$ cat src/rtl/dmem_arb_pkg.sv
// Shared types for the data-memory arbiter: FSM state, owner, range check.
// Build option: DMEM_ARB_RR_EN selects round-robin arbitration.
package dmem_arb_pkg;

  localparam int unsigned ADDR_W = 32;
  localparam int unsigned DATA_W = 32;

  typedef enum logic {
    IDLE      = 1'b0,
    DMA_BURST = 1'b1
  } state_e;

  typedef enum logic {
    OWN_CORE = 1'b0,
    OWN_DMA  = 1'b1
  } owner_e;

  function automatic logic in_range(
    input logic [ADDR_W-1:0] addr,
    input int unsigned       depth
  );
    return addr < depth;
  endfunction

endpackage

$ cat src/rtl/dmem_arbiter_if.sv
// Bus bundle between requesters (core, DMA), arbiter and data memory.
// slave: arbiter side; master: requester/memory side.
interface dmem_arbiter_if
  import dmem_arb_pkg::*;
#(
  parameter int unsigned LEN_W = 4
);
  logic              core_req_i;
  logic              core_we_i;
  logic [ADDR_W-1:0] core_addr_i;
  logic [DATA_W-1:0] core_wdata_i;
  logic              core_gnt_o;
  logic              core_rvalid_o;
  logic [DATA_W-1:0] core_rdata_o;
  logic              core_err_o;

  logic              dma_req_i;
  logic              dma_we_i;
  logic [ADDR_W-1:0] dma_addr_i;
  logic [LEN_W-1:0]  dma_len_i;
  logic [DATA_W-1:0] dma_wdata_i;
  logic              dma_gnt_o;
  logic              dma_beat_o;
  logic [LEN_W-1:0]  dma_idx_o;
  logic              dma_rvalid_o;
  logic [DATA_W-1:0] dma_rdata_o;
  logic              dma_done_o;
  logic              dma_err_o;

  logic              mem_we_o;
  logic [ADDR_W-1:0] mem_addr_o;
  logic [DATA_W-1:0] mem_wdata_o;
  logic [DATA_W-1:0] mem_rdata_i;

  modport slave (
    input  core_req_i, core_we_i, core_addr_i, core_wdata_i,
    output core_gnt_o, core_rvalid_o, core_rdata_o, core_err_o,
    input  dma_req_i, dma_we_i, dma_addr_i, dma_len_i, dma_wdata_i,
    output dma_gnt_o, dma_beat_o, dma_idx_o, dma_rvalid_o,
    output dma_rdata_o, dma_done_o, dma_err_o,
    output mem_we_o, mem_addr_o, mem_wdata_o,
    input  mem_rdata_i
  );

  modport master (
    output core_req_i, core_we_i, core_addr_i, core_wdata_i,
    input  core_gnt_o, core_rvalid_o, core_rdata_o, core_err_o,
    output dma_req_i, dma_we_i, dma_addr_i, dma_len_i, dma_wdata_i,
    input  dma_gnt_o, dma_beat_o, dma_idx_o, dma_rvalid_o,
    input  dma_rdata_o, dma_done_o, dma_err_o,
    input  mem_we_o, mem_addr_o, mem_wdata_o,
    output mem_rdata_i
  );

endinterface

$ cat src/rtl/dmem_burst_counter.sv
// DMA burst beat counter: latches base/len on start, emits idx/addr/last.
// Ports: start_i, step_i (beat issued), base_i, len_i -> idx_o, addr_o, last_o.
module dmem_burst_counter
  import dmem_arb_pkg::*;
#(
  parameter int unsigned LEN_W    = 4,
  parameter int unsigned ADDR_INC = 1
) (
  input  logic              clk_i,
  input  logic              reset_ni,
  input  logic              start_i,
  input  logic              step_i,
  input  logic [ADDR_W-1:0] base_i,
  input  logic [LEN_W-1:0]  len_i,
  output logic [LEN_W-1:0]  idx_o,
  output logic [ADDR_W-1:0] addr_o,
  output logic              last_o
);

  logic [ADDR_W-1:0] base_q, base_d;
  logic [LEN_W-1:0]  len_q, len_d;
  logic [LEN_W-1:0]  idx_q, idx_d;

  // The start cycle issues beat 0 straight from the request inputs.
  always_comb begin
    base_d = start_i ? base_i : base_q;
    len_d  = start_i ? len_i : len_q;
    idx_o  = start_i ? '0 : idx_q;
    addr_o = base_d + 32'(idx_o) * 32'(ADDR_INC);
    last_o = (idx_o == len_d);
    idx_d  = idx_q;
    if (step_i) begin
      idx_d = last_o ? '0 : idx_o + LEN_W'(1);
    end
  end

  always_ff @(posedge clk_i or negedge reset_ni) begin
    if (!reset_ni) begin
      base_q <= '0;
      len_q  <= '0;
      idx_q  <= '0;
    end else begin
      base_q <= base_d;
      len_q  <= len_d;
      idx_q  <= idx_d;
    end
  end

endmodule

$ cat src/rtl/dmem_arbiter.sv
// Arbitrates the single-port data memory between core and DMA bursts.
// Ports: clk_i, reset_ni, bus (slave). Option: DMEM_ARB_RR_EN = round-robin.
module dmem_arbiter
  import dmem_arb_pkg::*;
#(
  parameter int unsigned DEPTH    = 1024,
  parameter int unsigned LEN_W    = 4,
  parameter int unsigned ADDR_INC = 1
) (
  input logic           clk_i,
  input logic           reset_ni,
  dmem_arbiter_if.slave bus
);

  state_e            state_q, state_d;
  logic              idle, core_win;
  logic              core_gnt, dma_gnt, beat;
  logic              core_ok, beat_ok, beat_we;
  logic [LEN_W-1:0]  beat_idx;
  logic [ADDR_W-1:0] beat_addr;
  logic              beat_last;

  logic              dma_we_q, dma_we_d;
  logic              core_rvalid_q, core_rvalid_d;
  logic [DATA_W-1:0] core_rdata_q, core_rdata_d;
  logic              core_err_q, core_err_d;
  logic              dma_rvalid_q, dma_rvalid_d;
  logic [DATA_W-1:0] dma_rdata_q, dma_rdata_d;
  logic              dma_done_q, dma_done_d;
  logic              dma_err_q, dma_err_d;

  logic              mem_we;
  logic [ADDR_W-1:0] mem_addr;
  logic [DATA_W-1:0] mem_wdata;

`ifdef DMEM_ARB_RR_EN
  // Owner preferred on a tie; flips to the other side on every grant.
  owner_e prio_q, prio_d;

  always_comb begin
    core_win = !bus.dma_req_i || (prio_q == OWN_CORE);
    prio_d   = prio_q;
    if (core_gnt) prio_d = OWN_DMA;
    if (dma_gnt)  prio_d = OWN_CORE;
  end

  always_ff @(posedge clk_i or negedge reset_ni) begin
    if (!reset_ni) prio_q <= OWN_CORE;
    else           prio_q <= prio_d;
  end
`else
  assign core_win = 1'b1;
`endif

  dmem_burst_counter #(
    .LEN_W   (LEN_W),
    .ADDR_INC(ADDR_INC)
  ) u_cnt (
    .clk_i   (clk_i),
    .reset_ni(reset_ni),
    .start_i (dma_gnt),
    .step_i  (beat),
    .base_i  (bus.dma_addr_i),
    .len_i   (bus.dma_len_i),
    .idx_o   (beat_idx),
    .addr_o  (beat_addr),
    .last_o  (beat_last)
  );

  // Grants are gated by reset so all outputs drop while it is held.
  always_comb begin
    idle     = reset_ni && (state_q == IDLE);
    core_gnt = idle && bus.core_req_i && core_win;
    dma_gnt  = idle && bus.dma_req_i && !core_gnt;
    beat     = dma_gnt || (reset_ni && (state_q == DMA_BURST));
    beat_we  = dma_gnt ? bus.dma_we_i : dma_we_q;
    dma_we_d = beat_we;
    core_ok  = in_range(bus.core_addr_i, DEPTH);
    beat_ok  = in_range(beat_addr, DEPTH);

    state_d = state_q;
    if (dma_gnt && !beat_last) state_d = DMA_BURST;
    if ((state_q == DMA_BURST) && beat_last) state_d = IDLE;
  end

  always_comb begin
    mem_we    = 1'b0;
    mem_addr  = '0;
    mem_wdata = '0;
    unique case (1'b1)
      core_gnt: begin
        mem_we    = bus.core_we_i && core_ok;
        mem_addr  = bus.core_addr_i;
        mem_wdata = bus.core_we_i ? bus.core_wdata_i : '0;
      end
      beat: begin
        mem_we    = beat_we && beat_ok;
        mem_addr  = beat_addr;
        mem_wdata = beat_we ? bus.dma_wdata_i : '0;
      end
      default: ;
    endcase
  end

  always_comb begin
    core_rvalid_d = core_gnt;
    core_rdata_d  = (core_gnt && !bus.core_we_i && core_ok) ?
                    bus.mem_rdata_i : '0;
    core_err_d    = core_gnt && !core_ok;
    dma_rvalid_d  = beat && !beat_we;
    dma_rdata_d   = (beat && !beat_we && beat_ok) ?
                    bus.mem_rdata_i : '0;
    dma_done_d    = beat && beat_last;
    dma_err_d     = dma_gnt ? !beat_ok :
                    (dma_err_q || (beat && !beat_ok));
  end

  always_ff @(posedge clk_i or negedge reset_ni) begin
    if (!reset_ni) begin
      state_q       <= IDLE;
      dma_we_q      <= 1'b0;
      core_rvalid_q <= 1'b0;
      core_rdata_q  <= '0;
      core_err_q    <= 1'b0;
      dma_rvalid_q  <= 1'b0;
      dma_rdata_q   <= '0;
      dma_done_q    <= 1'b0;
      dma_err_q     <= 1'b0;
    end else begin
      state_q       <= state_d;
      dma_we_q      <= dma_we_d;
      core_rvalid_q <= core_rvalid_d;
      core_rdata_q  <= core_rdata_d;
      core_err_q    <= core_err_d;
      dma_rvalid_q  <= dma_rvalid_d;
      dma_rdata_q   <= dma_rdata_d;
      dma_done_q    <= dma_done_d;
      dma_err_q     <= dma_err_d;
    end
  end

  assign bus.core_gnt_o    = core_gnt;
  assign bus.core_rvalid_o = core_rvalid_q;
  assign bus.core_rdata_o  = core_rdata_q;
  assign bus.core_err_o    = core_err_q;
  assign bus.dma_gnt_o     = dma_gnt;
  assign bus.dma_beat_o    = beat;
  assign bus.dma_idx_o     = beat ? beat_idx : '0;
  assign bus.dma_rvalid_o  = dma_rvalid_q;
  assign bus.dma_rdata_o   = dma_rdata_q;
  assign bus.dma_done_o    = dma_done_q;
  // A new grant clears the previous burst's error at once.
  assign bus.dma_err_o     = dma_err_q && !dma_gnt;
  assign bus.mem_we_o      = mem_we;
  assign bus.mem_addr_o    = mem_addr;
  assign bus.mem_wdata_o   = mem_wdata;

endmodule

$ cat src/flat_wrapper.sv
// flat-port wrapper written by rule: the top's interface ports become plain ports
module dmem_arbiter_flat import dmem_arb_pkg::*;
#(
  parameter int unsigned DEPTH    = 1024,
  parameter int unsigned LEN_W    = 4,
  parameter int unsigned ADDR_INC = 1
)
  (clk_i, reset_ni, bus_core_req_i, bus_core_we_i, bus_core_addr_i, bus_core_wdata_i, bus_core_gnt_o, bus_core_rvalid_o, bus_core_rdata_o, bus_core_err_o, bus_dma_req_i, bus_dma_we_i, bus_dma_addr_i, bus_dma_len_i, bus_dma_wdata_i, bus_dma_gnt_o, bus_dma_beat_o, bus_dma_idx_o, bus_dma_rvalid_o, bus_dma_rdata_o, bus_dma_done_o, bus_dma_err_o, bus_mem_we_o, bus_mem_addr_o, bus_mem_wdata_o, bus_mem_rdata_i);
  dmem_arbiter_if #(.LEN_W(LEN_W)) bus_i ();
  input logic clk_i;
  input logic reset_ni;
  input wire logic [$bits(bus_i.core_req_i)-1:0] bus_core_req_i;
  input wire logic [$bits(bus_i.core_we_i)-1:0] bus_core_we_i;
  input wire logic [$bits(bus_i.core_addr_i)-1:0] bus_core_addr_i;
  input wire logic [$bits(bus_i.core_wdata_i)-1:0] bus_core_wdata_i;
  output wire logic [$bits(bus_i.core_gnt_o)-1:0] bus_core_gnt_o;
  output wire logic [$bits(bus_i.core_rvalid_o)-1:0] bus_core_rvalid_o;
  output wire logic [$bits(bus_i.core_rdata_o)-1:0] bus_core_rdata_o;
  output wire logic [$bits(bus_i.core_err_o)-1:0] bus_core_err_o;
  input wire logic [$bits(bus_i.dma_req_i)-1:0] bus_dma_req_i;
  input wire logic [$bits(bus_i.dma_we_i)-1:0] bus_dma_we_i;
  input wire logic [$bits(bus_i.dma_addr_i)-1:0] bus_dma_addr_i;
  input wire logic [$bits(bus_i.dma_len_i)-1:0] bus_dma_len_i;
  input wire logic [$bits(bus_i.dma_wdata_i)-1:0] bus_dma_wdata_i;
  output wire logic [$bits(bus_i.dma_gnt_o)-1:0] bus_dma_gnt_o;
  output wire logic [$bits(bus_i.dma_beat_o)-1:0] bus_dma_beat_o;
  output wire logic [$bits(bus_i.dma_idx_o)-1:0] bus_dma_idx_o;
  output wire logic [$bits(bus_i.dma_rvalid_o)-1:0] bus_dma_rvalid_o;
  output wire logic [$bits(bus_i.dma_rdata_o)-1:0] bus_dma_rdata_o;
  output wire logic [$bits(bus_i.dma_done_o)-1:0] bus_dma_done_o;
  output wire logic [$bits(bus_i.dma_err_o)-1:0] bus_dma_err_o;
  output wire logic [$bits(bus_i.mem_we_o)-1:0] bus_mem_we_o;
  output wire logic [$bits(bus_i.mem_addr_o)-1:0] bus_mem_addr_o;
  output wire logic [$bits(bus_i.mem_wdata_o)-1:0] bus_mem_wdata_o;
  input wire logic [$bits(bus_i.mem_rdata_i)-1:0] bus_mem_rdata_i;
  assign bus_i.core_req_i = bus_core_req_i;
  assign bus_i.core_we_i = bus_core_we_i;
  assign bus_i.core_addr_i = bus_core_addr_i;
  assign bus_i.core_wdata_i = bus_core_wdata_i;
  assign bus_core_gnt_o = bus_i.core_gnt_o;
  assign bus_core_rvalid_o = bus_i.core_rvalid_o;
  assign bus_core_rdata_o = bus_i.core_rdata_o;
  assign bus_core_err_o = bus_i.core_err_o;
  assign bus_i.dma_req_i = bus_dma_req_i;
  assign bus_i.dma_we_i = bus_dma_we_i;
  assign bus_i.dma_addr_i = bus_dma_addr_i;
  assign bus_i.dma_len_i = bus_dma_len_i;
  assign bus_i.dma_wdata_i = bus_dma_wdata_i;
  assign bus_dma_gnt_o = bus_i.dma_gnt_o;
  assign bus_dma_beat_o = bus_i.dma_beat_o;
  assign bus_dma_idx_o = bus_i.dma_idx_o;
  assign bus_dma_rvalid_o = bus_i.dma_rvalid_o;
  assign bus_dma_rdata_o = bus_i.dma_rdata_o;
  assign bus_dma_done_o = bus_i.dma_done_o;
  assign bus_dma_err_o = bus_i.dma_err_o;
  assign bus_mem_we_o = bus_i.mem_we_o;
  assign bus_mem_addr_o = bus_i.mem_addr_o;
  assign bus_mem_wdata_o = bus_i.mem_wdata_o;
  assign bus_i.mem_rdata_i = bus_mem_rdata_i;
  dmem_arbiter #(.DEPTH(DEPTH), .LEN_W(LEN_W), .ADDR_INC(ADDR_INC)) u_core (.clk_i(clk_i), .reset_ni(reset_ni), .bus(bus_i));
endmodule
$ cat config.mk
export PLATFORM = sky130hd
export DESIGN_NAME = dmem_arbiter_flat
export DESIGN_NICKNAME = d
export VERILOG_FILES = /design/src/rtl/dmem_arb_pkg.sv /design/src/rtl/dmem_arbiter_if.sv /design/src/rtl/dmem_burst_counter.sv /design/src/rtl/dmem_arbiter.sv /design/src/flat_wrapper.sv
export SDC_FILE = /design/constraint.sdc
export NUM_CORES = 1
export LEC_CHECK = 0
export BUFFER_PORTS_ARGS = -buffer_cell sky130_fd_sc_hd__buf_2
export CAP_MARGIN = 40
export CORE_AREA = 2 2 119 121
export DETAILED_ROUTE_END_ITERATION = 10
export DIE_AREA = 0 0 121 123
export GPL_ROUTABILITY_DRIVEN = 0
export PLACE_DENSITY = 0.77
export SYNTH_ARGS = -nofsm -noshare
export SYNTH_HDL_FRONTEND = slang
export SYNTH_SLANG_ARGS = --single-unit
$ cat constraint.sdc
create_clock -name clk_i -period 9.6 [get_ports clk_i]
set_clock_uncertainty 0.1 [all_clocks]
set_input_delay 0.48 -clock clk_i [delete_from_list [all_inputs] [get_ports clk_i]]
set_output_delay 0.48 -clock clk_i [all_outputs]
set_load 0.02 [all_outputs]
==> metrics.md <==
| Metric | Value |
|---|---|
| IO Port Bufs | 310 |
| Ranking of synthesized cells by area | dfrtp_1 44%, nand2_1 7.0%, a22o_1 5.4% |
| Met2 GRT Util | 45.2% |
| # IOs | 311 |
| Htree depth | 3 |
| Yosys Warn Count | 0 |
| Initial antenna violation count | 0 |
| # nets final | 1166 |
| Cts repair resizes | 0 |
| Dpl cells | 1159 |
| Worst Setup End Kind | output port |
| Design Power | 1.78 mW |
| Share of cells above drive strength 1 | 38.2% |
| Cell taking the most area after synthesis | dfrtp_1 |
| Initial DRT Pass Iterations | 5 |
| Clk slew on worst S/H paths | 0.08 ns |
| Overall Global Routing Usage | 27.6% |
| WP data required | 9.02 ns |
| Xor and xnor area share after synthesis | 5.27% |
| Commonest non-fill, non-tap cell in the layout | buf_2 |
| CTS Root Cell | clkbuf_16 |
| Initial Utilization | 46.4% |
| Clk pwr share | 21.0% |
| Largest net degree at the start of global routing | 69 |
| Pwr/cell area | 213 nW/um2 |
| Initial DRC Count | 670 |
| Worst slew margin | 43.0% |
| Register bit count reported by yosys | 111 |
| Die area | 14900 um2 |
| Hpwl dp | 16600 um |
| # Post-CTS Setup Buffers | 0 |
| CTS tree | done |
| Arr. time, crit path | 5.69 ns |
| Slowest cell on crit path | a222oi_1 |
| RSZ-0062 raised after global routing | no |
| Mapped Area | 6310 um2 |
| Largest family of logic cells by synthesized area | simple AND/OR/NAND/NOR gates |
| Switch Pwr | 0.759 mW |
| Internal power | 1.02 mW |
| Worst path bufs/invs | 6 |
| Synth Area in Compound Gates | 13.3% |
| CTS Sinks | 111 |
| EDFF count, synth | 0 |
| Sequential cell area | 2780 um2 |
| Unique masters post-synth | 53 |
| Most frequent cells in the layout | 309 x buf_2, 116 x nand2_1, 111 x dfrtp_1, 52 x inv_1, 43 x and2_1 |
| Top FF cell, synth | dfrtp_1 |
| Fin crit share | 65.3% |
| Mapped Avg Cell Area | 9.07 um2 |
| Crit-path max cell delay | 0.77 ns |
| Via density | 5.36 |
| Clk buf depth | 2 |
| Hold slack | 0.0351 ns |
| Die height | 123 um |
| Worst-skew pair later-pin latency | 0.35 ns |
| Minimum clock period | 6.27 ns |
| Non-filler cells, final | 1176 |
| Setup TNS Final | 0 ns |
| Global route overflow | 0 |
| Dpl cell area | 8040 um2 |
| Cell breakdown of the critical path | buf_4 > nand4bb_4 > buf_4 > inv_2 > nand2_1 > nand2_1 > ha_1 > inv_1 > fa_1 > nor2b_1 > o21ai_0 > a222oi_1 > o21ai_0 > xnor2_1 > nor4_2 > nand4_2 > buf_4 > o31ai_1 > buf_2 |
| Post-CTS Hold Fix Bufs | 0 |
| Synth Instances | 696 |
| Crit start category | primary input |
| Multi-input logic area | 3170 um2 |
| Design area | 8340 um2 |
| Status | complete, no violations |
| Worst VDD drop | 0.000114 V |
| CTS Buf Count | 9 |
| HP Class | in2async |
| Global-route met3 utilization | 3.51% |
| Final wirelength | 21200 um |
| Setup CP Type | in2out |
| Leakage power | 4.46 nW |
| Vias in the first global route | 5966 |
| Core Area | 13600 um2 |
| Adder-Cell Fraction of Synth Area | 1.31% |
| DRC errors left | 0 |
| Reg power frac | 35.5% |
| Fillers | 1228 |
| Avg WL per Cell | 18.1 um |
| Slew at the pin closest to its max-slew limit | 0.855 ns |
| Maximum fanout along the worst path | 58 |
| Area grow syn2layout | 32.2% |
| Post-synth top area share | 44.0% |
| Sequential share of the synthesized area | 44.0% |
| Final Max Slew Viols | 0 |
| Cell with the most instances on the worst path | buf_4 |
| Max-cap violations | 0 |
| Crit path max-delay family | buffers and inverters |
| Post-synthesis mux area share | 2.46% |
| Post-synthesis simple-gate area fraction | 27.7% |
| Vias | 6299 |
| Setup Viol. Count Final | 0 |
| Most used routing layer | met2 |
| Met1 usage | 36.2% |
| Post-Syn Nets | 872 |
| Final ANT Viol Nets | 0 |
| FP Rows | 43 |
| FMAX | 159 MHz |
| Hold Vio Cnt, Final | 0 |
| Logic pwr share | 43.5% |
| Die width | 121 um |
| Switching Share | 42.7% |
| First-pass GRT wire length | 31400 um |
| Async set-reset flop share out of synthesis | 100% |
-- sequential cells by signal, summed over array words and instances, names as in the netlist, 4 cells and up --
register	count
u_core.bus.core_rdata_o	32
u_core.u_cnt.base_q	32
u_core.bus.dma_rdata_o	32
u_core.u_cnt.idx_q	4
u_core.u_cnt.len_q	4
-- power by group through the flow --
stage          clock [mW]  sequential (mW)  combinational (mW)
2_1_floorplan           0            0.616               0.512
3_3_place_gp            0            0.633               0.752
3_5_place_dp            0            0.634               0.763
4_1_cts             0.379            0.626               0.768
5_1_grt             0.398            0.639               0.838
6_report            0.374            0.629               0.772
-- final timing paths --
path / from / end / slack [ns] / cells past startpoint
min in group clk_i: bus_mem_rdata_i[14] / u_core.bus.core_rdata_o[14] / 0.24 / 2
worst min-delay path: reset_ni / u_core.u_cnt.base_q[15] / 0.04 / 1
worst min register to register: u_core.u_cnt.base_q[2] / u_core.u_cnt.base_q[2] / 0.38 / 2
worst max-delay path: reset_ni / bus_mem_we_o / 3.33 / 19
worst max register to register: u_core.state_q / u_core.dma_err_q / 4.49 / 17
max in group asynchronous: reset_ni / u_core.u_cnt.base_q[5] / 8.01 / 2
-- metrics by stage --
step / utilization (%) / worst slack, ns
after floorplan: - / 3.72
after global placement: 58.6 / 3.56
after detailed placement: 59.1 / 3.43
after CTS: 61.3 / 3.41
after global routing: 61.3 / 2.95
final: 61.3 / 3.33
-- metal layers --
layer / share of wire [%] / wire length (um)
met1: 40 / 8570
met2: 49 / 10400
met3: 6.5 / 1380
met4: 4.1 / 877
met5: 0 / 0
-- cell usage after synthesis (4+ instances only) --
cell and n:
nand2_1 117, dfrtp_1 111, inv_1 52, and2_1 43, a22o_1 39, o21ai_0 36
nand3_1 30, nor3_2 30, xnor2_1 29, clkbuf_1 28, nor2_1 23, a21oi_1 14
nand4_1 14, nor3_1 13, mux2i_1 11, xor2_1 9, and3_1 8, nor4_1 8
and4_1 7, a211oi_1 5, ha_1 5, or3_1 5, a221oi_1 4, mux2_2 4
nor2b_1 4, or4_1 4
-- kinds of logic after synthesis --
| logic type | Yosys count |
|---|---|
| AND/OR/NAND/NOR | 315 |
| adder cells (fa/ha/maj) | 6 |
| buffers and inverters | 91 |
| AO/OA/AOI/OAI | 120 |
| XOR/XNOR | 38 |
| flip-flops | 111 |
| multiplexers | 15 |
-- area by class of cell --
class                           instances  share of cell area [%]
Clock inverter                          7                   0.900
Inverter                               53                    2.38
Sequential cell                       111                    33.3
Antenna cell                            1                  0.0300
Tap cell                              180                    2.70
Clock buffer                            9                    2.70
Multi-Input combinational cell        494                    38.0
Timing Repair Buffer                  321                    20.0
Note: power is estimated with default switching activity, not from simulation.
